`config.mk`:
```
export PLATFORM = sky130hd
export DESIGN_NAME = pusch_bit_source
export DESIGN_NICKNAME = d
export VERILOG_FILES = /design/src/rtl/pusch_bit_source.sv
export SDC_FILE = /design/constraint.sdc
export NUM_CORES = 1
export LEC_CHECK = 0
export ABC_CLOCK_PERIOD_IN_PS = 4100
export CAP_MARGIN = 10
export CORE_MARGIN = 2
export CORE_UTILIZATION = 50
export CTS_BUF_LIST = sky130_fd_sc_hd__clkbuf_4 sky130_fd_sc_hd__clkbuf_8
export DETAILED_ROUTE_END_ITERATION = 8
export PLACE_DENSITY = 0.68
export SYNTH_ARGS = -nofsm -noshare
export SYNTH_HDL_FRONTEND = slang
export SYNTH_SLANG_ARGS = --single-unit
```
`constraint.sdc`:
```
create_clock -name clk -period 4.1 [get_ports clk]
set_input_delay 0.82 -clock clk [delete_from_list [all_inputs] [get_ports clk]]
set_output_delay 0.82 -clock clk [all_outputs]
set_load 0.1 [all_outputs]
```
`src/rtl/pusch_bit_source.sv`:
```
// Word-to-bit serialiser feeding the PUSCH Data_in/enable inputs: buffers host
// words in a FIFO and streams one transport block of tb_len bits per tb_start.
module pusch_bit_source #(
   parameter int unsigned WORD_W     = 8,
   parameter int unsigned FIFO_DEPTH = 16,
   parameter int unsigned LEN_W      = 17,
   parameter int unsigned MSB_FIRST  = 1
) (
   input  logic                                 clk,
   input  logic                                 reset,
   input  logic [WORD_W-1:0]                    s_data,
   input  logic                                 s_valid,
   output logic                                 s_ready,
   input  logic [LEN_W-1:0]                     tb_len,
   input  logic                                 tb_start,
   input  logic                                 abort,
   output logic                                 enable_out,
   output logic                                 bit_out,
   output logic                                 bit_valid,
   output logic                                 tb_done,
   output logic                                 busy,
   output logic                                 underrun,
   output logic [$clog2(FIFO_DEPTH+1)-1:0]      fifo_level
);

   localparam int unsigned AW  = $clog2(FIFO_DEPTH);
   localparam int unsigned LW  = $clog2(FIFO_DEPTH+1);
   localparam int unsigned SCW = $clog2(WORD_W);

   localparam logic [1:0] S_IDLE   = 2'd0;
   localparam logic [1:0] S_LOAD   = 2'd1;
   localparam logic [1:0] S_STREAM = 2'd2;
   localparam logic [1:0] S_DONE   = 2'd3;

   logic [WORD_W-1:0] mem [FIFO_DEPTH];
   logic [AW-1:0]     wr_ptr_q, wr_ptr_d;
   logic [AW-1:0]     rd_ptr_q, rd_ptr_d;
   logic [LW-1:0]     level_q, level_d;

   logic [1:0]        state_q, state_d;
   logic [WORD_W-1:0] shreg_q, shreg_d;
   logic [SCW-1:0]    shcnt_q, shcnt_d;
   logic [LEN_W-1:0]  remaining_q, remaining_d;
   logic              underrun_q, underrun_d;
   logic              bit_out_q, bit_out_d;
   logic              bit_valid_q, bit_valid_d;
   logic              enable_q, enable_d;
   logic              tb_done_q, tb_done_d;

   logic              push;
   logic              pop;
   logic              emit;
   logic              fifo_empty;
   logic [WORD_W-1:0] src_word;

   // s_ready is held low while reset is asserted, independent of the level
   assign s_ready    = reset && (level_q < LW'(FIFO_DEPTH));
   assign push       = s_valid && s_ready && !abort;
   assign fifo_empty = (level_q == '0);

   assign enable_out = enable_q;
   assign bit_out    = bit_out_q;
   assign bit_valid  = bit_valid_q;
   assign tb_done    = tb_done_q;
   assign busy       = (state_q != S_IDLE);
   assign underrun   = underrun_q;
   assign fifo_level = level_q;

   always_comb begin
      state_d     = state_q;
      shreg_d     = shreg_q;
      shcnt_d     = shcnt_q;
      remaining_d = remaining_q;
      underrun_d  = underrun_q;
      bit_out_d   = 1'b0;
      bit_valid_d = 1'b0;
      enable_d    = 1'b0;
      tb_done_d   = 1'b0;
      pop         = 1'b0;
      emit        = 1'b0;
      // shcnt_q counts bits still held in the shifter; zero means take the FIFO head
      src_word    = (shcnt_q != '0) ? shreg_q : mem[rd_ptr_q];

      case (state_q)
         S_IDLE: begin
            if (tb_start) begin
               shreg_d = '0;
               shcnt_d = '0;
               if (tb_len != '0) begin
                  remaining_d = tb_len;
                  underrun_d  = 1'b0;
                  state_d     = S_LOAD;
               end else begin
                  state_d = S_DONE;
               end
            end
         end
         S_LOAD: begin
            if (!fifo_empty) begin
               pop      = 1'b1;
               emit     = 1'b1;
               enable_d = 1'b1;
            end
         end
         S_STREAM: begin
            if (shcnt_q != '0) begin
               emit = 1'b1;
            end else if (!fifo_empty) begin
               pop  = 1'b1;
               emit = 1'b1;
            end else begin
               underrun_d = 1'b1;
            end
         end
         S_DONE: begin
            tb_done_d = 1'b1;
            state_d   = S_IDLE;
         end
         default: state_d = S_IDLE;
      endcase

      if (emit) begin
         bit_valid_d = 1'b1;
         if (MSB_FIRST != 0) begin
            bit_out_d = src_word[WORD_W-1];
            shreg_d   = src_word << 1;
         end else begin
            bit_out_d = src_word[0];
            shreg_d   = src_word >> 1;
         end
         shcnt_d     = (shcnt_q != '0) ? shcnt_q - SCW'(1) : SCW'(WORD_W-1);
         remaining_d = remaining_q - LEN_W'(1);
         state_d     = (remaining_q == LEN_W'(1)) ? S_DONE : S_STREAM;
      end

      // abort overrides everything except the sticky underrun flag
      if (abort) begin
         state_d     = S_IDLE;
         shreg_d     = '0;
         shcnt_d     = '0;
         remaining_d = '0;
         underrun_d  = underrun_q;
         bit_out_d   = 1'b0;
         bit_valid_d = 1'b0;
         enable_d    = 1'b0;
         tb_done_d   = 1'b0;
         pop         = 1'b0;
      end
   end

   always_comb begin
      wr_ptr_d = wr_ptr_q;
      rd_ptr_d = rd_ptr_q;
      level_d  = level_q;
      if (abort) begin
         wr_ptr_d = '0;
         rd_ptr_d = '0;
         level_d  = '0;
      end else begin
         if (push) begin
            wr_ptr_d = wr_ptr_q + AW'(1);
         end
         if (pop) begin
            rd_ptr_d = rd_ptr_q + AW'(1);
         end
         case ({push, pop})
            2'b10:   level_d = level_q + LW'(1);
            2'b01:   level_d = level_q - LW'(1);
            default: level_d = level_q;
         endcase
      end
   end

   always_ff @(posedge clk) begin
      if (push) begin
         mem[wr_ptr_q] <= s_data;
      end
   end

   always_ff @(posedge clk or negedge reset) begin
      if (!reset) begin
         state_q     <= S_IDLE;
         wr_ptr_q    <= '0;
         rd_ptr_q    <= '0;
         level_q     <= '0;
         shreg_q     <= '0;
         shcnt_q     <= '0;
         remaining_q <= '0;
         underrun_q  <= 1'b0;
         bit_out_q   <= 1'b0;
         bit_valid_q <= 1'b0;
         enable_q    <= 1'b0;
         tb_done_q   <= 1'b0;
      end else begin
         state_q     <= state_d;
         wr_ptr_q    <= wr_ptr_d;
         rd_ptr_q    <= rd_ptr_d;
         level_q     <= level_d;
         shreg_q     <= shreg_d;
         shcnt_q     <= shcnt_d;
         remaining_q <= remaining_d;
         underrun_q  <= underrun_d;
         bit_out_q   <= bit_out_d;
         bit_valid_q <= bit_valid_d;
         enable_q    <= enable_d;
         tb_done_q   <= tb_done_d;
      end
   end

endmodule

```
==> reports/results.ini <==
[logic_synthesis]
synth-edff-count=128
synth_seq_cells=175
postSynthAreaPerCell_um2=14.78
synth-async-reset-ratio_pct=26.86
ys_seq_area_share_pct=63.85
synth_cells=532
yosys.area.top_type=edfxtp_1
synth_area_um2=7861
yosys_most_used_dff=edfxtp_1
synth.distinct_cells=63
syn_nets=580
synth_top_area_share_pct=48.89
netlist_top_cells_count=128 x edfxtp_1, 47 x dfrtp_1, 32 x mux4_2
yosysMostFrequentCell=edfxtp_1
ys_warn_count=0
synth_area_leaders=edfxtp_1 49%, dfrtp_1 15%, mux4_2 9.2%, ha_1 2.7%, nand2_1 1.5%

[global_route]
grt_antenna_before_repair=0
grt_pass1_wl_um=25400
grtUsageTotal_pct=20.31
grt_remaining_overflow=0
grt_max_degree=48
grt_pass1_vias=4772

[cts]
cts_resized=0
clockBufferDepth=2
cts_inserted_buffers=17
post_cts_buffers=0
numClockSinks=175
hold_buffers=0
insertion_delay_ns=0.46
cts_tree=yes
clock-root-buffer=clkbuf_8
cts_htree_levels=4
clk_pin_slew_ns=0.09

[power_and_ir_drop]
peakVddDrop_mv=0.2791
p_sw_mw=1.879
p_seq_share_pct=43.0
power_density_nw_per_um2=580.3
power_mw=5.153
internal-power_mw=3.274
leakage_nw=3.099
p_clk_share_pct=24.4
sw_frac_of_total_pct=36.46
comb_power_share_pct=32.5

[placed_design]
gp_congestion=0.8708
placed_area_um2=8451
port_buffers=41
post-dp-hpwl_um=10620
dpl.cell_count=768

[critical_path]
crit_required_ns=3.28
crit_path_start_kind=register
arrival_ns=2.39
endpoint_kind=primary output
path_class=reg2out
crit_fanout=4

[sta]
fin_crit_sh_pct=78.40
skew_ns=0.01463
fin_hold_ws_ns=0.5040
setup_viol_count_final=0
finalHoldViolCount=0
slew_violations=0
max_freq_mhz=311.1
relSlewSlack_pct=34.97
tns_ns=0
layout_min_cycle_time_ns=3.214
worst_slew_pin_slew_ns=0.9724
rsz0062_at_grt=no

[hold_path]
min_path_type=reg2reg

[detailed_routing]
viasPerCell=5.881
firstDrtPassIters=5
ant_nets=0
drt_iter0_markers=453
drc=0
num_vias=4705
wl_per_cell_um=19.96
drt-total-wl_um=15970

[status]
status=finished, final reports clean

[floorplan]
rows=45
die_h_um=129.4
start_util_pct=51.52
die_w_um=129.4
core_area_um2=15260
pin_count=42
die-area_um2=16740

[flow_run]
maxCapViolCount=0

[finish]
antenna_cells=0
area.growth.synth_to_final_pct=12.96
postLayoutCellArea_um2=8880
final_nets=624
fin_cells=800
drive_gt1_share_pct=15.45

==> registers in the layout (all words and copies together) (netlist names) <==
name,cells
fifo_level,5
shcnt_q,3
bit_out,1
shreg_q,7
remaining_q,17
underrun,1
rd_ptr_q,4
tb_done,1
mem,128
state_q,2
enable_out,1
bit_valid,1
wr_ptr_q,4
==> path summary, 6_finish.rpt <==
kind / startpoint / end / slack, ns / cells after the start
worst max-delay path: state_q[0]$_DFFE_PN0P_ / busy / 0.89 / 4
worst min-delay path: shreg_q[5]$_DFFE_PN0P_ / shreg_q[5]$_DFFE_PN0P_ / 0.50 / 1
worst max register to register: state_q[0]$_DFFE_PN0P_ / fifo_level[4]$_DFFE_PN0P_ / 1.06 / 13
worst min register to register: shreg_q[5]$_DFFE_PN0P_ / shreg_q[5]$_DFFE_PN0P_ / 0.50 / 1
max in group asynchronous: reset / rd_ptr_q[0]$_DFFE_PN0P_ / 3.12 / 2
min in group asynchronous: reset / remaining_q[4]$_DFFE_PN0P_ / 0.54 / 2
==> layout make-up <==
cell class | count | area (um2)
clock inverter | 15 | 195.2
timing repair buffer | 50 | 470.5
sequential | 175 | 5021
inverter | 16 | 60.06
multi-input combinational | 316 | 2635
clock buffer | 17 | 234.0
tap | 211 | 264.0
fill | 1184 | 6379
==> power by group through the flow <==
stage          Combinational, mW  Sequential (mW)  Clock, mW
3_3_place_gp                1.63             2.25          0
4_1_cts                     1.67             2.22       1.28
5_1_grt                     1.83             2.25       1.35
3_5_place_dp                1.66             2.26          0
6_report                    1.68             2.22       1.26
2_1_floorplan               1.23             2.33          0
==> stage by stage <==
stage / setup slack, ns / utilization, %
6_report: 0.8856 / 58.20
5_1_grt: 0.7677 / 58.20
4_1_cts: 0.8657 / 58.20
3_5_place_dp: 0.8477 / 55.38
3_3_place_gp: 0.9616 / 55.38
2_1_floorplan: 0.4567 / -
==> critical path, stage by stage, from the launching register on <==
cell	delay, ns
dfrtp_1	0.41
inv_1	0.10
ha_1	0.23
inv_1	0.08
clkdlybuf4s50_1	1.12
==> layer usage <==
metal	global-route usage, %	share of wire (%)	up-vias
met5	0	0	-
met4	6.010	0.95	0
met3	4.459	4.1	11
met2	32.88	50	121
met1	28.00	45	2421
li1	-	-	2152
==> cell families (layout without fill, tap and decap cells) <==
logic type      count (synthesis)  after routing  share of synthesized area [%]
flops                         175            175                          63.85
simple gates                  149            149                          10.06
compound gates                 93             93                          8.452
buf+inv                        41             98                          2.658
mux                            40             40                          10.23
fa+ha+maj                      18             18                          2.960
xor+xnor                       16             16                          1.783
==> cell usage in the layout, fill, tap and decap left out, types with 7 or more instances in the layout <==
cell type        instances
a21oi_1                 18
a221o_1                  7
a22oi_1                 10
a31oi_1                  8
and2_1                  18
buf_4                   10
clkbuf_8                17
clkdlybuf4s50_1         39
dfrtp_1                 46
edfxtp_1               128
ha_1                    17
inv_1                   14
mux4_2                  32
nand2_1                 31
nand2b_1                 8
nand3_1                 12
nor2_1                  28
nor3_1                  15
o22ai_1                 12
o2bb2ai_1                8
xnor2_1                  8
xor2_1                   8
Power figures use the tool's default switching activity.
